### src/rtl/phy_link_ctrl.sv
// phy_link_ctrl -- link training and two-port round-robin transmit arbiter.
//
// In TRAIN the block streams SYNC_WORD to the PHY and watches the receiver
// for SYNC_COUNT consecutive matching words. A lock moves it to ACTIVE.
// Going TIMEOUT cycles without a lock pulses train_fail and restarts the
// attempt. In ACTIVE two requesters share the transmitter round-robin.
//
// Ports:
//   clk_32f          single clock, rising edge
//   reset            asynchronous, active-high
//   req0/req1        requester N has a word to send
//   data0/data1      requester N payload
//   gnt0/gnt1        combinational grant, the word is taken this cycle
//   retrain          drop the link and re-enter training (ACTIVE only)
//   rx_data/rx_valid word recovered by the PHY receiver
//   phy_data/valid   registered word/qualifier to the PHY transmitter
//   sincronizar_bus  receiver-synchronisation enable (registered)
//   link_up          high in ACTIVE (registered)
//   train_fail       one-cycle pulse per training timeout (registered)
module phy_link_ctrl #(
    parameter logic [31:0] SYNC_WORD  = 32'hBCBCBCBC,
    parameter int          SYNC_COUNT = 4,
    parameter int          TIMEOUT    = 255
) (
    input  logic        clk_32f,
    input  logic        reset,
    input  logic        req0,
    input  logic        req1,
    input  logic [31:0] data0,
    input  logic [31:0] data1,
    input  logic        retrain,
    input  logic [31:0] rx_data,
    input  logic        rx_valid,
    output logic        gnt0,
    output logic        gnt1,
    output logic [31:0] phy_data,
    output logic        phy_valid,
    output logic        sincronizar_bus,
    output logic        link_up,
    output logic        train_fail
);

    typedef enum logic {TRAIN = 1'b0, ACTIVE = 1'b1} state_t;

    // Terminal values are compared one count early so that the edge which
    // takes a counter to its limit is the edge that acts on it.
    localparam logic [7:0] MATCH_LAST = 8'(SYNC_COUNT - 1);
    localparam logic [7:0] TOUT_LAST  = 8'(TIMEOUT - 1);

    state_t     state;
    logic [7:0] match_cnt;
    logic [7:0] tout_cnt;
    logic       last_gnt;   // 1: port 1 was granted last, so port 0 wins a tie

    logic sync_hit;
    logic lock;
    logic tout;

    assign sync_hit = rx_valid && (rx_data == SYNC_WORD);
    assign lock     = sync_hit && (match_cnt == MATCH_LAST);
    assign tout     = (tout_cnt == TOUT_LAST);

    // Grants are combinational so the requester can pop its word this cycle.
    always_comb begin
        gnt0 = 1'b0;
        gnt1 = 1'b0;
        if (state == ACTIVE && !retrain) begin
            if (req0 && req1) begin
                gnt0 = last_gnt;
                gnt1 = !last_gnt;
            end else begin
                gnt0 = req0;
                gnt1 = req1;
            end
        end
    end

    always_ff @(posedge clk_32f or posedge reset) begin
        if (reset) begin
            state           <= TRAIN;
            match_cnt       <= 8'd0;
            tout_cnt        <= 8'd0;
            last_gnt        <= 1'b1;
            phy_data        <= 32'h0;
            phy_valid       <= 1'b0;
            sincronizar_bus <= 1'b0;
            link_up         <= 1'b0;
            train_fail      <= 1'b0;
        end else begin
            train_fail <= 1'b0;
            case (state)
                TRAIN: begin
                    phy_data        <= SYNC_WORD;
                    phy_valid       <= 1'b1;
                    sincronizar_bus <= 1'b1;
                    link_up         <= 1'b0;
                    // Lock takes priority over a coincident timeout.
                    if (lock) begin
                        state           <= ACTIVE;
                        match_cnt       <= 8'd0;
                        tout_cnt        <= 8'd0;
                        phy_data        <= 32'h0;
                        phy_valid       <= 1'b0;
                        sincronizar_bus <= 1'b0;
                        link_up         <= 1'b1;
                    end else if (tout) begin
                        train_fail <= 1'b1;
                        match_cnt  <= 8'd0;
                        tout_cnt   <= 8'd0;
                    end else begin
                        tout_cnt <= tout_cnt + 8'd1;
                        if (rx_valid)
                            match_cnt <= sync_hit ? match_cnt + 8'd1 : 8'd0;
                    end
                end
                ACTIVE: begin
                    if (retrain) begin
                        state           <= TRAIN;
                        match_cnt       <= 8'd0;
                        tout_cnt        <= 8'd0;
                        phy_data        <= SYNC_WORD;
                        phy_valid       <= 1'b1;
                        sincronizar_bus <= 1'b1;
                        link_up         <= 1'b0;
                    end else begin
                        sincronizar_bus <= 1'b0;
                        link_up         <= 1'b1;
                        if (gnt0) begin
                            phy_data  <= data0;
                            phy_valid <= 1'b1;
                            last_gnt  <= 1'b0;
                        end else if (gnt1) begin
                            phy_data  <= data1;
                            phy_valid <= 1'b1;
                            last_gnt  <= 1'b1;
                        end else begin
                            phy_data  <= 32'h0;
                            phy_valid <= 1'b0;
                        end
                    end
                end
                default: state <= TRAIN;
            endcase
        end
    end

endmodule

### config.mk
export PLATFORM = sky130hd
export DESIGN_NAME = phy_link_ctrl
export DESIGN_NICKNAME = d
export VERILOG_FILES = /design/src/rtl/phy_link_ctrl.sv
export SDC_FILE = /design/constraint.sdc
export NUM_CORES = 1
export LEC_CHECK = 0
export ABC_AREA = 1
export BUFFER_PORTS_ARGS = -buffer_cell sky130_fd_sc_hd__buf_2
export CAP_MARGIN = 30
export CORE_ASPECT_RATIO = 0.8
export CORE_MARGIN = 5
export CORE_UTILIZATION = 40
export CTS_BUF_LIST = sky130_fd_sc_hd__clkbuf_8
export CTS_CLUSTER_DIAMETER = 60
export CTS_CLUSTER_SIZE = 16
export DETAILED_ROUTE_END_ITERATION = 8
export GPL_TIMING_DRIVEN = 0
export PLACE_DENSITY = 0.73
export SYNTH_ARGS = -nofsm -noshare
export SYNTH_HDL_FRONTEND = slang
export SYNTH_SLANG_ARGS = --single-unit
### constraint.sdc
create_clock -name clk_32f -period 3.57 [get_ports clk_32f]
set_input_delay 0.714 -clock clk_32f [delete_from_list [all_inputs] [get_ports clk_32f]]
set_output_delay 0.714 -clock clk_32f [all_outputs]
set_load 0.01 [all_outputs]
==> impl_metrics.yaml <==
run_status:
  status: "finished, final reports clean"
synth:
  synth_top_area_share: 0.476
  synthesis.area_um2: 2730
  ys_async_sr_fraction: 1.00
  synth-edff-count: 0
  yosys.area_share.adder: 0.0137
  post-synth-top-area-cell: "dfrtp_1"
  yosys.area_share.simple: 0.264
  synth_mux_area_frac: 0
  yosysSeqAreaShare: 0.486
  syn_nets: 416
  synth-seq-cells: 53
  synth_compound_area_frac: 0.123
  synthTopCellsByArea: "dfrtp_1 (48%), nand2_1 (8.2%), nor2_1 (7.8%)"
  synth_top_family_by_area: "simple AND/OR/NAND/NOR gates"
  synthCells: 311
  ys.warnings.count: 0
  avgSynthCellArea_um2: 8.79
  synth-xor-area-share: 0.0353
  yosys.cell_types.count: 29
  synth_flop_cell: "dfrtp_1"
global_routing:
  grt_overflow_total: 0
  grt_max_degree: 42
  grt_pass1_vias: 2567
  grtUsageTotal: 0.172
  grt_pass1_wl_um: 11900
  grt_antenna_before_repair: 0
sta:
  finalCritPeriodShare: 0.667
  period_minus_slack_ns: 2.38
  max_freq_mhz: 420
  rsz0062_at_grt: "false"
  hold_viol_final: 0
  setup_slack_ns: 1.19
  drv_slew: 0
  clock_skew_ns: 0.0165
  setup_viol: 0
  relSlewSlack: 0.669
  tns_ns: 0
  tightest_slew_ns: 0.497
power:
  p_leak_nw: 1.91
  ir_worst_vdd_v: 0.000204
  power_density_nw_per_um2: 285
  p_total_w: 0.00104
detailed_routing:
  num_vias: 2633
  detail-route-antenna-nets: 0
  detail_route.wl_per_cell_um: 13.5
  routed_wl_um: 7400
  drt_pass1_iterations: 4
  via_per_inst: 4.82
  drc: 0
  drt_iter0_drc: 103
die:
  rows: 27
  core_area_um2: 6760
  die_w_um: 102
  ioPinCount: 140
  start_util: 0.404
  die_h_um: 83.9
  die_area_um2: 8590
placed_design:
  gp_congestion: 0.792
  dpl_worst_slack_ns: 1.18
  io_buffers: 139
  hpwlAfterDp_um: 5910
cts:
  cts_root_buf: "clkbuf_8"
  cts_tree: "done"
  hold_buffers: 0
  post-cts-setup-buffers: 0
  cts_max_level: 2
  clk_latency_ns: 0.31
  clockBufferDepth: 2
  ctsResizeCount: 0
  clk_pin_slew_ns: 0.10
  clock-sinks: 53
  cts_made_buffers: 5
final_layout:
  multiInputGateArea_um2: 1190
  final_nets: 563
  diodes: 0
  seq_area_um2: 1330
  drive_gt1_frac: 0.373
  syn2layout_area_growth_pct: 33.6
  fillerInstances: 637
critical_path:
  crit_type: "input pin to primary output"
  startpoint_type: "input pin"
  cpMaxStageDelayCell: "buf_4"
  crit_chain: "buf_2 -> inv_1 -> nand2_4 -> inv_4 -> nand2_4 -> nor2_8 -> buf_4 -> buf_2"
  path_delay_family: "buffers and inverters"
  cp.required_ns: 2.86
  critical_path_arrival_ns: 1.67
  crit_fanout: 10
  endpoint_kind: "primary output"
  cp.buffers_inverters: 5
  crit_path_max_incr_delay_ns: 0.19
run:
  drv_cap: 0
min_path:
  hold_class: "input pin to async pin"
==> cells in the mapped netlist (2+ instances only) <==
library cell  count
nand2_1          60
nor2_1           57
dfrtp_1          52
inv_1            32
a221oi_1         20
a22o_1           12
nand3_1          11
nand4_1          10
xor2_1            9
nor3_1            7
a21oi_1           6
buf_6             5
buf_2             4
o21ai_0           4
ha_1              3
nand2_4           3
nor2_4            3
xnor2_1           2
==> metrics by stage <==
stage               instances   util  hold WS (ns)  area, µm²
floorplan                 311      -         0.449       2730
global placement          537  0.524         0.476       3540
detailed placement        538  0.526         0.472       3560
CTS                       546  0.540         0.335       3650
global route              546  0.540         0.348       3650
finish                    546  0.540         0.332       3650
==> cell type report <==
| type | instances | area share |
|---|---|---|
| multi-input combinational | 214 | 0.326 |
| clock inverter | 2 | 0.00308 |
| clock buffer | 6 | 0.0226 |
| tap | 87 | 0.0298 |
| buffer | 11 | 0.0240 |
| sequential | 53 | 0.364 |
| timing repair buffer | 140 | 0.196 |
| inverter | 33 | 0.0346 |
==> kinds of logic after synthesis <==
kind of cell | after synthesis
simple gates | 157
flops | 53
buf+inv | 44
compound gates | 43
xor+xnor | 11
fa+ha+maj | 3
==> placed cells by master, fill, tap and decap left out, types with 2 or more instances in the layout <==
master      n
xor2_1      9
nand3_1    11
clkbuf_8    6
xnor2_1     2
o21ai_0     4
buf_6       5
nor2_1     57
nand2_4     3
buf_2     143
nor3_1      7
nor2_4      3
dfrtp_1    52
a21oi_1     6
inv_1      32
a221oi_1   20
a22o_1     12
ha_1        3
nand4_1    10
nand2_1    60
==> state kept, by name, indices dropped and copies added (netlist names) <==
name             flops
last_gnt             1
match_cnt            8
phy_data            32
phy_valid            1
sincronizar_bus      1
state                1
tout_cnt             8
train_fail           1
==> path summary, 6_finish.rpt <==
path	end	depth (start not counted)	slack (ns)	from
min	phy_data[8]	2	0.33	reset
min reg2reg	last_gnt	2	0.51	last_gnt
max reg2reg	tout_cnt[0]	8	1.86	match_cnt[0]
max	gnt1	8	1.19	retrain
min in group clk_32f	last_gnt	2	0.51	last_gnt
max in group asynchronous	last_gnt	3	2.67	reset
==> report_power, final <==
part	total (W)	leakage, nW	switching (W)	internal, W
logic	0.0000942	1.26	0.0000464	0.0000477
registers	0.000600	0.608	0.00000000000000492	0.000600
clock network	0.000348	0.0486	0.000193	0.000155
==> layer usage <==
metal,up-vias,GRT usage,routed length (µm)
li1,1331,-,-
met1,1236,0.216,3000
met2,55,0.301,3990
met3,11,0.0292,305
met4,0,0.0429,99
met5,-,0,0
No activity file was read; power rests on OpenSTA's default activity.
